### src/rtl/fft_seq_pkg.sv
// Shared types and field positions for the FFT job sequencer.
package fft_seq_pkg;

  // State encodings are visible in status[7:4], so they are fixed.
  typedef enum logic [2:0] {
    StIdle    = 3'd0,
    StSettle  = 3'd1,
    StLaunch  = 3'd2,
    StRun     = 3'd3,
    StCapture = 3'd4
  } seq_state_e;

  // GPR control word bit indices.
  localparam int unsigned GprStartBit = 0;
  localparam int unsigned GprAbortBit = 1;
  localparam int unsigned GprIrqEnBit = 2;

  // Status word field positions.
  localparam int unsigned StBusyBit    = 0;
  localparam int unsigned StDoneBit    = 1;
  localparam int unsigned StTimeoutBit = 2;
  localparam int unsigned StAbortedBit = 3;
  localparam int unsigned StStateLsb   = 4;
  localparam int unsigned StStateW     = 4;
  localparam int unsigned StCountLsb   = 8;

  localparam int unsigned RunCountW = 8;

endpackage

### src/rtl/fft_seq_ctrl_if.sv
// Host write port of the shared memory map, as seen through the sequencer's gate.
interface fft_seq_ctrl_if #(
  parameter int unsigned ADDR_WIDTH = 6
);
  logic                  host_write_en;
  logic [ADDR_WIDTH-1:0] host_addr;
  logic                  host_stall;
  logic                  mm_write_en;

  // Host side drives the request and observes the stall / gated enable.
  modport master (
    output host_write_en,
    output host_addr,
    input  host_stall,
    input  mm_write_en
  );

  // Sequencer side decides whether the write reaches the memory map.
  modport slave (
    input  host_write_en,
    input  host_addr,
    output host_stall,
    output mm_write_en
  );
endinterface

### src/rtl/fft_seq_ctrl_seq_timer.sv
// Loadable up-counter with terminal-count flag, shared by SETTLE and RUN.
module seq_timer #(
  parameter int unsigned Width = 4
) (
  input  logic             clk,
  input  logic             rst,
  input  logic             clear_i,
  input  logic             en_i,
  input  logic [Width-1:0] tc_value_i,
  output logic             tc_o
);

  logic [Width-1:0] count_q, count_d;

  // Clear has priority so every state entry starts from zero.
  always_comb begin
    count_d = count_q;
    if (clear_i) begin
      count_d = '0;
    end else if (en_i) begin
      count_d = count_q + Width'(1);
    end
  end

  // Counter register.
  always_ff @(posedge clk) begin
    if (rst) begin
      count_q <= '0;
    end else begin
      count_q <= count_d;
    end
  end

  assign tc_o = (count_q == tc_value_i);

endmodule

### src/rtl/fft_seq_ctrl.sv
// Sequences one FFT job: settle, launch, wait with timeout, capture; gates host writes.
module fft_seq_ctrl
  import fft_seq_pkg::*;
#(
  parameter int unsigned DATA_WIDTH     = 16,
  parameter int unsigned ADDR_WIDTH     = 6,
  parameter int unsigned FFT_IN_BASE    = 31,
  parameter int unsigned FFT_IN_REGS    = 16,
  parameter int unsigned SETTLE_CYCLES  = 2,
  parameter int unsigned TIMEOUT_CYCLES = 1024
) (
  input  logic                  clk,
  input  logic                  rst,
  input  logic [DATA_WIDTH-1:0] gpr_ctrl,
  fft_seq_ctrl_if.slave         host,
  output logic                  fft_start,
  output logic                  fft_abort,
  input  logic                  core_done,
  output logic                  fft_done,
  output logic [DATA_WIDTH-1:0] status,
  output logic                  irq
);

  localparam int unsigned TimerMax =
      (TIMEOUT_CYCLES > SETTLE_CYCLES) ? TIMEOUT_CYCLES : SETTLE_CYCLES;
  localparam int unsigned TimerW = (TimerMax > 1) ? $clog2(TimerMax) : 1;

  seq_state_e           state_q, state_d;
  logic                 start_q;
  logic                 done_q, done_d;
  logic                 timeout_q, timeout_d;
  logic                 aborted_q, aborted_d;
  logic [RunCountW-1:0] run_count_q, run_count_d;
  logic                 fft_start_q, fft_abort_q, fft_done_q;
  logic                 abort_pulse_d;

  logic                 start_edge, abort_req, irq_en;
  logic                 timer_tc, timer_clear, timer_en;
  logic [TimerW-1:0]    timer_tc_value;

  logic [ADDR_WIDTH-1:0] addr;
  logic [31:0]           addr_ext;
  logic                  in_range;
  logic                  unused_gpr;

  assign start_edge = gpr_ctrl[GprStartBit] & ~start_q;
  assign abort_req  = gpr_ctrl[GprAbortBit];
  assign irq_en     = gpr_ctrl[GprIrqEnBit];
  assign unused_gpr = ^gpr_ctrl[DATA_WIDTH-1:3];

  // Timer restarts on every state change and only runs where it is meaningful.
  assign timer_clear    = (state_d != state_q);
  assign timer_en       = (state_q == StSettle) || (state_q == StRun);
  assign timer_tc_value = (state_q == StRun) ? TimerW'(TIMEOUT_CYCLES - 1)
                                             : TimerW'(SETTLE_CYCLES - 1);

  seq_timer #(
    .Width (TimerW)
  ) u_seq_timer (
    .clk        (clk),
    .rst        (rst),
    .clear_i    (timer_clear),
    .en_i       (timer_en),
    .tc_value_i (timer_tc_value),
    .tc_o       (timer_tc)
  );

  // Next-state, sticky-flag and pulse-request logic.
  always_comb begin
    state_d       = state_q;
    done_d        = done_q;
    timeout_d     = timeout_q;
    aborted_d     = aborted_q;
    run_count_d   = run_count_q;
    abort_pulse_d = 1'b0;
    unique case (state_q)
      StIdle: begin
        // ABORT beats a coincident START edge.
        if (start_edge && !abort_req) begin
          state_d   = StSettle;
          done_d    = 1'b0;
          timeout_d = 1'b0;
          aborted_d = 1'b0;
        end
      end
      StSettle: begin
        // Core never started, so no abort pulse is needed.
        if (abort_req) begin
          state_d   = StIdle;
          aborted_d = 1'b1;
        end else if (timer_tc) begin
          state_d = StLaunch;
        end
      end
      StLaunch: begin
        state_d = StRun;
      end
      StRun: begin
        if (core_done) begin
          state_d = StCapture;
        end else if (abort_req) begin
          state_d       = StIdle;
          aborted_d     = 1'b1;
          abort_pulse_d = 1'b1;
        end else if (timer_tc) begin
          state_d       = StIdle;
          timeout_d     = 1'b1;
          abort_pulse_d = 1'b1;
        end
      end
      StCapture: begin
        state_d     = StIdle;
        done_d      = 1'b1;
        run_count_d = run_count_q + RunCountW'(1);
      end
      default: begin
        state_d = StIdle;
      end
    endcase
  end

  // State, sticky flags and registered state-decoded pulses.
  always_ff @(posedge clk) begin
    if (rst) begin
      state_q     <= StIdle;
      start_q     <= 1'b0;
      done_q      <= 1'b0;
      timeout_q   <= 1'b0;
      aborted_q   <= 1'b0;
      run_count_q <= '0;
      fft_start_q <= 1'b0;
      fft_abort_q <= 1'b0;
      fft_done_q  <= 1'b0;
    end else begin
      state_q     <= state_d;
      start_q     <= gpr_ctrl[GprStartBit];
      done_q      <= done_d;
      timeout_q   <= timeout_d;
      aborted_q   <= aborted_d;
      run_count_q <= run_count_d;
      fft_start_q <= (state_d == StLaunch);
      fft_abort_q <= abort_pulse_d;
      fft_done_q  <= (state_d == StCapture);
    end
  end

  assign fft_start = fft_start_q;
  assign fft_abort = fft_abort_q;
  assign fft_done  = fft_done_q;

  // Host-write gate: protect FFT inputs while busy and keep the capture cycle write-free.
  assign addr     = host.host_addr;
  assign addr_ext = 32'(addr);
  assign in_range = (addr_ext >= FFT_IN_BASE) && (addr_ext < FFT_IN_BASE + FFT_IN_REGS);

  assign host.host_stall  = host.host_write_en &
                            ((state_q == StCapture) || ((state_q != StIdle) && in_range));
  assign host.mm_write_en = host.host_write_en & ~host.host_stall;

  // Status word assembly; unused upper bits stay zero.
  always_comb begin
    status                              = '0;
    status[StBusyBit]                   = (state_q != StIdle);
    status[StDoneBit]                   = done_q;
    status[StTimeoutBit]                = timeout_q;
    status[StAbortedBit]                = aborted_q;
    status[StStateLsb +: StStateW]      = {1'b0, state_q};
    status[StCountLsb +: RunCountW]     = run_count_q;
  end

  assign irq = irq_en & (done_q | timeout_q | aborted_q);

endmodule

### src/flat_wrapper.sv
// flat-port wrapper written by rule: the top's interface ports become plain ports
module fft_seq_ctrl_flat import fft_seq_pkg::*;
#(
  parameter int unsigned DATA_WIDTH     = 16,
  parameter int unsigned ADDR_WIDTH     = 6,
  parameter int unsigned FFT_IN_BASE    = 31,
  parameter int unsigned FFT_IN_REGS    = 16,
  parameter int unsigned SETTLE_CYCLES  = 2,
  parameter int unsigned TIMEOUT_CYCLES = 1024
)
  (clk, rst, gpr_ctrl, fft_start, fft_abort, core_done, fft_done, status, irq, host_host_write_en, host_host_addr, host_host_stall, host_mm_write_en);
  fft_seq_ctrl_if #(.ADDR_WIDTH(ADDR_WIDTH)) host_i ();
  input  logic clk;
  input  logic rst;
  input  logic [DATA_WIDTH-1:0] gpr_ctrl;
  output logic fft_start;
  output logic fft_abort;
  input  logic core_done;
  output logic fft_done;
  output logic [DATA_WIDTH-1:0] status;
  output logic irq;
  input wire logic [$bits(host_i.host_write_en)-1:0] host_host_write_en;
  input wire logic [$bits(host_i.host_addr)-1:0] host_host_addr;
  output wire logic [$bits(host_i.host_stall)-1:0] host_host_stall;
  output wire logic [$bits(host_i.mm_write_en)-1:0] host_mm_write_en;
  assign host_i.host_write_en = host_host_write_en;
  assign host_i.host_addr = host_host_addr;
  assign host_host_stall = host_i.host_stall;
  assign host_mm_write_en = host_i.mm_write_en;
  fft_seq_ctrl #(.DATA_WIDTH(DATA_WIDTH), .ADDR_WIDTH(ADDR_WIDTH), .FFT_IN_BASE(FFT_IN_BASE), .FFT_IN_REGS(FFT_IN_REGS), .SETTLE_CYCLES(SETTLE_CYCLES), .TIMEOUT_CYCLES(TIMEOUT_CYCLES)) u_core (.clk(clk), .rst(rst), .gpr_ctrl(gpr_ctrl), .host(host_i), .fft_start(fft_start), .fft_abort(fft_abort), .core_done(core_done), .fft_done(fft_done), .status(status), .irq(irq));
endmodule
### config.mk
export PLATFORM = sky130hd
export DESIGN_NAME = fft_seq_ctrl_flat
export DESIGN_NICKNAME = d
export VERILOG_FILES = /design/src/rtl/fft_seq_pkg.sv /design/src/rtl/fft_seq_ctrl_if.sv /design/src/rtl/fft_seq_ctrl_seq_timer.sv /design/src/rtl/fft_seq_ctrl.sv /design/src/flat_wrapper.sv
export SDC_FILE = /design/constraint.sdc
export NUM_CORES = 1
export LEC_CHECK = 0
export CORE_UTILIZATION = 35
export CTS_BUF_LIST = sky130_fd_sc_hd__clkbuf_16
export DETAILED_ROUTE_END_ITERATION = 16
export GPL_ROUTABILITY_DRIVEN = 0
export SETUP_SLACK_MARGIN = 0.5
export SLEW_MARGIN = 20
export SYNTH_ARGS = -nofsm -noshare
export SYNTH_HDL_FRONTEND = slang
export SYNTH_SLANG_ARGS = --single-unit
### constraint.sdc
create_clock -name clk -period 2 [get_ports clk]
set_clock_uncertainty 0.1 [all_clocks]
set_input_delay 0.3 -clock clk [delete_from_list [all_inputs] [get_ports clk]]
set_output_delay 0.3 -clock clk [all_outputs]
set_load 0.005 [all_outputs]
==> results.yml <==
route:
  drt-pass1-iter-count: 4
  drc: 0
  drt_first_iter_violations: 35
  wl_cell_um: 14.61
  dr_total_vias: 1352
  drt.antenna.violating_nets: 0
  detail_route.vias_per_cell: 5.180
  detail_route.wirelength_um: 3814
critical_path:
  cp_endpoint_kind: "register"
  critical_path_peak_fanout: 6
  worst_ep_required_time_ns: 2.05
  setup.worst_path.start_class: "register"
  worst-setup-path-type: "register to register"
  arrival_ns: 1.76
  ff2ff_setup_slack_ns: 0.29
die:
  fp.dieW_um: 65.48
  fp-row-count: 22
  area_of_the_placeable_core_mm2: 0.003771
  die_height_um: 65.48
  ios: 48
  initial_utilization_pct: 37.39
  die_area_mm2: 0.004287
global_route:
  number_of_global_route_vias_before_repair: 1368
  wire_length_of_the_first_global_routing_pass_um: 6065
  globalRouteOverflowTotal: 0
  globalRouteTotalUtil_pct: 18.33
  grt_antenna_before_repair: 0
  pin_count_of_the_biggest_net_entering_global_routing: 16
clock_network:
  numClockSinks: 28
  clock_latency_late_sink_ns: 0.26
  clkSlewWorstSetupHoldPaths_ns: 0.07
  cts-root-to-sink-buffers: 2
  tritoncts: "done"
  clock-root-buffer: "sky130_fd_sc_hd__clkbuf_16"
  cts-buffers-inserted: 3
  cts-htree-levels: 1
job:
  maxCapViolCount: 0
power:
  vdd_ir_drop_max_mv: 0.2800
  power.leakage_uw: 0.0009720
  fin_total_pwr_uw: 1137
  pwr_density_cell_mw_per_mm2: 512.1
placed_design:
  hpwlAfterDp_um: 2381
  port_buffers: 33
  dp_slack_ns: -0.2426
  numPlacedInstances: 242
logic_synthesis:
  synth.top_cell.area_share_pct: 39.75
  yosys-top-cells-area: "sky130_fd_sc_hd__dfxtp_1 (40%), sky130_fd_sc_hd__nor3_1 (5.7%), sky130_fd_sc_hd__xor2_1 (5.6%)"
  ys_seq_area_share_pct: 39.75
  synth_area_leader_cell: "sky130_fd_sc_hd__dfxtp_1"
  mappedNetlistArea_mm2: 0.001410
  synth.net_count: 183
  ys.warnings.count: 0
  ys_types: 41
  synth.ff_latch_count: 28
  synth_area_per_cell_um2: 9.097
  syn-instance-count: 155
layout:
  multiInputGateArea_um2: 912.1
  area_growth_pct: 57.50
  layout.cells.most_common_list: "sky130_fd_sc_hd__buf_4 (25), sky130_fd_sc_hd__nor2_1 (15), sky130_fd_sc_hd__dlygate4sd2_1 (14), sky130_fd_sc_hd__dfxtp_4 (12), sky130_fd_sc_hd__dfxtp_2 (10)"
  utilization_after_layout_pct: 58.89
  final_common_cell: "sky130_fd_sc_hd__buf_4"
  design.final.nets: 243
  final_cells: 261
  ff_latch_area_um2: 618.1
  fill_cells: 324
  antenna_cells: 0
  post_route_cells_drive_above_1_share_pct: 39.91
sta:
  finalCritPeriodShare_pct: 85.28
  report.final.hold_viol_count: 0
  min_period_ns: 1.706
  whs_ns: 0.3872
  final_critical_path_setup_slack_ns: 0.2944
  upper_clock_frequency_limit_mhz: 586.3
  drv_slew: 0
  final-setup-viol-count: 0
  rsz0062_at_grt: "true"
run_status:
  status: "finished, final reports clean"
worst_hold_path:
  hold_path.class: "register to register"
-- kinds of logic after synthesis --
| kind of cell | after synthesis | synth area share (%) |
|---|---|---|
| compound gates | 15 | 8.430 |
| flops | 28 | 39.75 |
| buf+inv | 12 | 6.300 |
| other cells | 1 | 0.2659 |
| xor+xnor | 16 | 9.938 |
| fa+ha+maj | 2 | 1.774 |
| simple gates | 78 | 31.41 |
| mux | 3 | 2.130 |
-- through the flow --
stage	area, um2	TNS (ns)
3_3_place_gp	1841	-0.3589
4_1_cts	2051	0
6_report	2221	0
5_1_grt	2221	0
2_1_floorplan	1415	0
3_5_place_dp	1841	-0.4119
-- critical path, stage by stage (launching register included) --
cell	delay (ns)
sky130_fd_sc_hd__dfxtp_4	0.36
sky130_fd_sc_hd__nand4b_4	0.17
sky130_fd_sc_hd__or4_4	0.57
sky130_fd_sc_hd__and4_4	0.18
sky130_fd_sc_hd__o31a_1	0.23
-- layout make-up --
class / count / area share (%)
timing repair buffer: 63 / 24.51
clock buffer: 3 / 3.380
sequential: 28 / 27.83
inverter: 3 / 0.5070
tap: 48 / 2.704
multi-input combinational: 116 / 41.07
-- state kept, by name, summed over array words and instances, names as in the netlist --
name,cells
u_core.u_seq_timer.count_q,10
u_core.run_count_q,8
u_core.state_q,3
u_core.aborted_q,1
u_core.done_q,1
u_core.fft_abort,1
u_core.fft_done,1
u_core.fft_start,1
u_core.start_q,1
u_core.timeout_q,1
-- power breakdown --
part / switching, uW / leakage (uW) / internal, uW
Combinational: 64.7 / 0.000694 / 69.3
Sequential: 5.63 / 0.000241 / 546
Clock: 186 / 0.0000370 / 266
Total: 256 / 0.000972 / 881
-- path summary, 6_finish.rpt --
| kind | depth (start not counted) | startpoint | to |
|---|---|---|---|
| worst min register to register | 1 | u_core.timeout_q$_SDFFE_PP0P_ | u_core.timeout_q$_SDFFE_PP0P_ |
| worst min-delay path | 1 | u_core.timeout_q$_SDFFE_PP0P_ | u_core.timeout_q$_SDFFE_PP0P_ |
| worst max register to register | 4 | u_core.state_q[2]$_SDFF_PP0_ | u_core.state_q[1]$_SDFF_PP0_ |
| worst max-delay path | 4 | u_core.state_q[2]$_SDFF_PP0_ | u_core.state_q[1]$_SDFF_PP0_ |
-- per-layer routing --
layer	share of wire (%)	wire (um)	track usage, %
met5	0	0	0
met4	2.1	82	8.424
met2	49	1869	31.44
met3	2.9	112	2.604
met1	46	1749	22.44
-- Yosys cell counts (all sizes together) --
master and n:
a21boi 1, a21oi 4, a311oi 1, a31oi 1, a32oi 1, and2 1, and2b 1, and3 2
and4 2, buf 6, clkbuf 3, conb 1, dfxtp 28, ha 2, inv 3, mux2i 3
nand2 10, nand2b 3, nand3 5, nand3b 1, nand4 9, nand4b 1, nor2 16, nor2b 3
nor3 16, nor3b 3, nor4 1, nor4b 2, o211ai 1, o21a 3, o21ai 1, o31a 2
or2 1, or4 1, xnor2 7, xor2 9
-- timing repair --
| action | 4_1_cts | 5_1_grt |
|---|---|---|
| buffers inserted | 10 | 4 |
| pin swaps | 12 | 12 |
| gates resized for setup | 64 | 41 |
| gates cloned | 1 | 1 |
| hold buffers | 0 | 0 |
| setup endpoints to repair | 33 | 24 |
Note: power is estimated with default switching activity, not from simulation.
